## src/rtl/tvip_reset_sequencer.sv

```systemverilog
// tvip_reset_sequencer
// Produces a set of staged active-low resets. Every stage is held in reset for a
// programmable number of cycles, then the stages release one at a time in index
// order, with a programmable gap between releases. The power-on sequence uses the
// parameter defaults. A software start replays the sequence with sampled values.
module tvip_reset_sequencer #(
    parameter int NUM_STAGES            = 3,
    parameter int COUNT_WIDTH           = 8,
    parameter int DEFAULT_ASSERT_CYCLES = 4,
    parameter int DEFAULT_GAP_CYCLES    = 2,
    localparam int STAGE_WIDTH          = $clog2(NUM_STAGES + 1)
) (
    input  logic                   clk,
    input  logic                   reset_n,
    input  logic                   i_start,
    input  logic [COUNT_WIDTH-1:0] i_assert_cycles,
    input  logic [COUNT_WIDTH-1:0] i_gap_cycles,
    output logic [NUM_STAGES-1:0]  o_reset_n,
    output logic                   o_busy,
    output logic                   o_done,
    output logic [STAGE_WIDTH-1:0] o_stage
);

    typedef enum logic [1:0] {
        ST_IDLE,
        ST_ASSERT,
        ST_RELEASE
    } state_t;

    // An assert length of 0 behaves like 1, so the power-on load is clamped here.
    localparam int DEF_ASSERT = (DEFAULT_ASSERT_CYCLES < 1) ? 1 : DEFAULT_ASSERT_CYCLES;

    localparam logic [COUNT_WIDTH-1:0] DEF_CNT    = COUNT_WIDTH'(DEF_ASSERT - 1);
    localparam logic [COUNT_WIDTH-1:0] DEF_GAP    = COUNT_WIDTH'(DEFAULT_GAP_CYCLES);
    localparam logic [STAGE_WIDTH-1:0] LAST_STAGE = STAGE_WIDTH'(NUM_STAGES - 1);
    localparam logic [NUM_STAGES-1:0]  STAGE_LSB  = NUM_STAGES'(1);

    state_t                 state;
    logic [COUNT_WIDTH-1:0] cnt;
    logic [COUNT_WIDTH-1:0] gap;
    logic [STAGE_WIDTH-1:0] stage;

    // Shifting a 1 in from bit 0 releases the next stage. Because of this, the
    // release pattern stays monotonic by index.
    logic [NUM_STAGES-1:0] release_next;
    assign release_next = (o_reset_n << 1) | STAGE_LSB;

    // Sequencer FSM. All outputs are registered in this single block.
    // NOTE: all state uses non-blocking assignments. Each branch then sees the
    // pre-edge values of cnt/stage/o_reset_n, no matter how the statements are ordered.
    always_ff @(posedge clk) begin
        o_done <= 1'b0;
        // NOTE: the reset is synchronous, so it lives inside the clocked branch and
        // is left out of the sensitivity list.
        if (!reset_n) begin
            state     <= ST_ASSERT;
            cnt       <= DEF_CNT;
            gap       <= DEF_GAP;
            stage     <= '0;
            o_reset_n <= '0;
            o_busy    <= 1'b1;
        end else begin
            case (state)
                ST_IDLE: begin
                    if (i_start) begin
                        state     <= ST_ASSERT;
                        cnt       <= (i_assert_cycles == '0) ? '0 : i_assert_cycles - 1'b1;
                        gap       <= i_gap_cycles;
                        stage     <= '0;
                        o_reset_n <= '0;
                        o_busy    <= 1'b1;
                    end
                end

                ST_ASSERT: begin
                    if (cnt != '0) begin
                        cnt <= cnt - 1'b1;
                    end else begin
                        o_reset_n <= release_next;
                        stage     <= stage + 1'b1;
                        cnt       <= gap;
                        if (NUM_STAGES == 1) begin
                            state  <= ST_IDLE;
                            o_done <= 1'b1;
                            o_busy <= 1'b0;
                        end else begin
                            state <= ST_RELEASE;
                        end
                    end
                end

                ST_RELEASE: begin
                    if (cnt != '0) begin
                        cnt <= cnt - 1'b1;
                    end else begin
                        o_reset_n <= release_next;
                        stage     <= stage + 1'b1;
                        cnt       <= gap;
                        if (stage == LAST_STAGE) begin
                            state  <= ST_IDLE;
                            o_done <= 1'b1;
                            o_busy <= 1'b0;
                        end
                    end
                end

                default: state <= ST_IDLE;
            endcase
        end
    end

    // stage is already a register, so o_stage is a direct alias of it.
    assign o_stage = stage;

endmodule

```

## config.mk

```make
export PLATFORM = sky130hd
export DESIGN_NAME = tvip_reset_sequencer
export DESIGN_NICKNAME = d
export VERILOG_FILES = /design/src/rtl/tvip_reset_sequencer.sv
export SDC_FILE = /design/constraint.sdc
export NUM_CORES = 1
export LEC_CHECK = 0
export CAP_MARGIN = 25
export CORE_MARGIN = 1.5
export CORE_UTILIZATION = 40
export DETAILED_ROUTE_END_ITERATION = 8
export SLEW_MARGIN = 15
export SYNTH_ARGS = -nofsm -noshare
export SYNTH_HDL_FRONTEND = slang
export SYNTH_SLANG_ARGS = --single-unit
```

## constraint.sdc

```tcl
create_clock -name clk -period 2.61 [get_ports clk]
set_clock_uncertainty 0.05 [all_clocks]
set_input_delay 0.3915 -clock clk [delete_from_list [all_inputs] [get_ports clk]]
set_output_delay 0.3915 -clock clk [all_outputs]
set_load 0.02 [all_outputs]
```

# Word level (Yosys, flattened, before mapping)
# Index checks and enable logic that the tools add are counted.
dict set report totals {
  regBits 25
  wordCells 52
}
dict set report classes {
  n_reduce_logical 12
  n_addsub 3
  eq_ne 8
  mux 20
  n_bitwise 2
}
# operator n
set ops {}
lappend ops {{8-bit two-way mux} 3}
lappend ops {{8-bit case mux with 2 select lines} 1}
lappend ops {{8-bit by 1-bit subtractor with 8-bit output (second input constant)} 2}
lappend ops {{2-bit two-way mux} 6}
lappend ops {{2-bit inequality test (second input constant)} 5}
lappend ops {{8-bit logical NOT} 1}
lappend ops {{4-bit AND reduction} 2}
lappend ops {{8-bit nonzero test} 1}
lappend ops {{3-bit two-way mux} 2}
lappend ops {{2-bit case mux with 3 select lines} 1}
lappend ops {{3-bit case mux with 2 select lines} 1}
lappend ops {{2-bit == test (second input constant)} 2}
lappend ops {{1-bit two-way mux} 4}
lappend ops {{2-bit case mux with 2 select lines} 1}
lappend ops {{2-bit AND reduction} 2}
lappend ops {{2-bit nonzero test} 2}
lappend ops {{3-bit AND reduction} 1}
lappend ops {{3-bit OR reduction} 1}
lappend ops {{2-bit by 1-bit adder with 2-bit output (second input constant)} 1}
lappend ops {{2-bit by 1-bit == test with 1-bit output (second input constant)} 1}
lappend ops {{2-bit logical NOT} 1}
lappend ops {{1-bit inverter} 2}
lappend ops {{1-bit case mux with 2 select lines} 1}
lappend ops {{2-bit OR reduction} 1}

# Logic depth before layout (Yosys ltp)
dict set report logic_depth {
  depth_word 4
  mapped_depth 9
  depth_no_buf 7
}

# Least setup slack after synthesis
# Ideal clock, no wire load.
dict set report synth_path {
  path_type {reg-to-reg}
  from {register cnt[0]}
  to {register stage[1], in the netlist o_stage[1]}
  path_slack_ns 0.665
  required_ns 2.490
  synth_period_minus_slack_ns 1.945
  path_stages_with_launch 8
  arrival_time_ns 1.825
  n_path_buf 1
  path_cell_list {dfxtp_1 -> inv_1 -> ha_1 -> or3b_2 -> or2_1 -> buf_6 -> or3_1 -> a21oi_1}
}
dict set report synth_via {
  elab_chain_len 3
}
# item line_no
set synth_lines {}
lappend synth_lines {{from (decl)} 39} ;# logic [COUNT_WIDTH-1:0] cnt;
lappend synth_lines {{from (signal assigned)} 67} ;# cnt <= (i_assert_cycles == '0) ? '0 : i_assert_cycles - 1'b1;
lappend synth_lines {{from (signal assigned)} 77} ;# cnt <= cnt - 1'b1;
lappend synth_lines {{from (signal assigned)} 81} ;# cnt <= gap;
lappend synth_lines {{8-bit nonzero test} {76, 93}}
lappend synth_lines {{2-bit inequality test (no source line)} n/a}
lappend synth_lines {{3-bit AND reduction (no source line)} n/a}
lappend synth_lines {{to (signal assigned)} 80} ;# stage <= stage + 1'b1;
lappend synth_lines {{to (signal assigned)} 97} ;# stage <= stage + 1'b1;
lappend synth_lines {{to (decl)} 41} ;# logic [STAGE_WIDTH-1:0] stage;
# Every way passes these cells.
# A chain may end at the register's enable or synchronous reset.

# Worst setup path in the final report
# Same ends and word-level chain as after synthesis.

==> impl_metrics.json <==
{
  "finish.utilization_pct": 52.8,
  "ys_seq_area_share_pct": 33.7,
  "ctsLongestPathBuffers": 2,
  "cp_num_buf_inv": 1,
  "routed_wl_um": 3600,
  "worst_slew_pin_slew_ns": 0.659,
  "p_total_mw": 1.51,
  "detail_route.wl_per_cell_um": 13.8,
  "path_cells": "inv_1 -> ha_1 -> or3b_2 -> or2_1 -> or3_1 -> a21oi_1",
  "cts-root-buf": "clkbuf_8",
  "synth_common_cells": "25 x dfxtp_1, 24 x nand2_1, 20 x a21oi_1",
  "firstDrtPassIters": 4,
  "initial_core_util_pct": 43.1,
  "viasPerCell": 5.42,
  "synth_edf_count": 0,
  "dieArea_um2": 4080,
  "outcome": "finished clean",
  "p_leak_nw": 0.687,
  "synth_area_leaders": "dfxtp_1 34%, ha_1 8.4%, a21oi_1 6.7%",
  "antennaDiodeCount": 0,
  "ant_nets": 0,
  "finalSetupViolCount": 0,
  "cp.required_ns": 2.77,
  "clkTransAtPathRegs_ns": 0.09,
  "postCtsSetupRepairBufs": 0,
  "synth_seq_cells": 25,
  "async_flop_share_pct": 0,
  "grt_pass1_vias": 1379,
  "cts_tree": "done",
  "syn_avg_cell_area_um2": 7.73,
  "ctsHoldBuffers": 0,
  "fin_crit_sh_pct": 84.6,
  "rows": 21,
  "ioPinCount": 26,
  "grt_usage_pct": 18.6,
  "synth_cells": 192,
  "fill_cells": 351,
  "place.gp.congestion": 0.771,
  "die_h_um": 63.9,
  "fin_crit_ns": 2.21,
  "syn_nets": 221,
  "crit_path_start_kind": "flop",
  "crit_family": "simple AND/OR/NAND/NOR gates",
  "fp.coreArea_um2": 3440,
  "final_cell_area_um2": 1820,
  "worstSetupPathType": "flop to flop",
  "slew_headroom_pct": 55.7,
  "vias": 1414,
  "fin_setup_tns_ns": 0,
  "synth_top_area_share_pct": 33.7,
  "post-synth-top-count-cell": "dfxtp_1",
  "rsz0062_at_grt": "no",
  "die_x_um": 63.9,
  "clock_sinks": 25,
  "hold_violations": 0,
  "drive_gt1_share_pct": 6.51,
  "yosysTopAreaCell": "dfxtp_1",
  "drc": 0,
  "end_kind": "flop",
  "ys_types": 39,
  "place_area_um2": 1770,
  "hp-class": "flop to flop",
  "grt-ovfl-total": 0,
  "maxSlewViolCount": 0,
  "ir_drop_uv": 463,
  "dp_hpwl_um": 2820,
  "cts.repair.resized": 0,
  "regArea_um2": 500,
  "slowest_delay_ns": 0.50,
  "holdWs_ns": 0.412,
  "syn2layout_area_growth_pct": 22.4,
  "cap_viol_max_count": 0,
  "antenna_found_initial": 0,
  "grt_max_degree": 17,
  "synthFlopType": "dfxtp_1",
  "grt_pass1_wl_um": 6020,
  "layout.nets": 245,
  "synth_area_um2": 1480,
  "clock.fmax_mhz": 453,
  "crit_path_max_fanout": 16,
  "cpMaxStageDelayCell": "or3b_2",
  "p_per_area_nw_per_um2": 831,
  "multi_input_area_um2": 888,
  "synth-warning-count": 0,
  "htreeDepth": 1,
  "portBuffers": 25,
  "clk_latency_ns": 0.27,
  "arrival_ns": 2.37,
  "numCtsBuffers": 3,
  "drtIter0Drc": 46
}
[worst reg2reg max path, cell delays in order, from the launching register on]
cell,delay [ns]
dfxtp_1,0.36
inv_1,0.10
ha_1,0.17
or3b_2,0.50
or2_1,0.43
or3_1,0.42
a21oi_1,0.14
[layer usage]
| layer | wire length (um) | up-vias | global-route usage [%] |
|---|---|---|---|
| met3 | 114 | 4 | 3.87 |
| met4 | 27 | 0 | 4.08 |
| met1 | 1640 | 661 | 22.1 |
| met2 | 1820 | 19 | 34.0 |
| li1 | - | 730 | - |
| met5 | 0 | - | 0 |
[cell usage in the layout (no fill, tap or decap), drive strengths merged, types with 2 or more instances in the layout]
| master | instances |
|---|---|
| a211oi | 3 |
| a21oi | 20 |
| a22oi | 2 |
| buf | 4 |
| clkbuf | 3 |
| clkdlybuf4s50 | 25 |
| dfxtp | 25 |
| ha | 10 |
| inv | 11 |
| nand2 | 24 |
| nand3 | 12 |
| nor2 | 15 |
| nor3 | 9 |
| o211ai | 6 |
| o21ai | 13 |
| o31ai | 2 |
| or2 | 2 |
| or3 | 2 |
| or4 | 2 |
| xnor2 | 6 |
| xor2 | 3 |
[cells by family (layout without fill, tap and decap cells)]
| logic type | Yosys count | count (layout) | share of synthesized area, % |
|---|---|---|---|
| flip-flops | 25 | 25 | 33.7 |
| buffers and inverters | 21 | 44 | 6.41 |
| XOR/XNOR | 9 | 9 | 5.31 |
| multiplexers | 1 | 1 | 0.759 |
| adder cells (fa/ha/maj) | 10 | 10 | 8.43 |
| AO/OA/AOI/OAI | 56 | 56 | 23.4 |
| AND/OR/NAND/NOR | 70 | 70 | 21.9 |
[final timing paths]
| kind | cells past startpoint | startpoint | endpoint | slack [ns] |
|---|---|---|---|---|
| max | 6 | cnt[0] | o_stage[1] | 0.40 |
| min reg2reg | 2 | gap[0] | gap[0] | 0.41 |
| max reg2reg | 6 | cnt[0] | o_stage[1] | 0.40 |
| min | 2 | gap[0] | gap[0] | 0.41 |
[registers in the layout, summed over array words and instances (netlist names)]
| signal | flops |
|---|---|
| cnt | 8 |
| o_reset_n | 3 |
| o_busy | 1 |
| state | 2 |
| o_stage | 2 |
| o_done | 1 |
| gap | 8 |
[through the flow]
step                setup WS, ns  instances
finish                     0.402        261
global route               0.294        261
CTS                        0.408        261
detailed placement         0.313        257
global placement           0.406        257
floorplan                  0.665        192
[report_power, final]
group / leakage, nW / switching [mW] / internal [mW] / total (mW)
clock: 0.0217 / 0.127 / 0.108 / 0.236
combinational: 0.462 / 0.431 / 0.308 / 0.740
sequential: 0.204 / 0.0753 / 0.459 / 0.535
[final cells by class]
| type | instances | share of cell area [%] |
|---|---|---|
| sequential | 25 | 27.5 |
| tap | 46 | 3.17 |
| clock buffer | 3 | 2.27 |
| multi-input combinational | 146 | 48.9 |
| inverter | 11 | 2.27 |
| clock inverter | 1 | 0.413 |
| timing repair buffer | 29 | 15.4 |
Power figures use the tool's default switching activity.
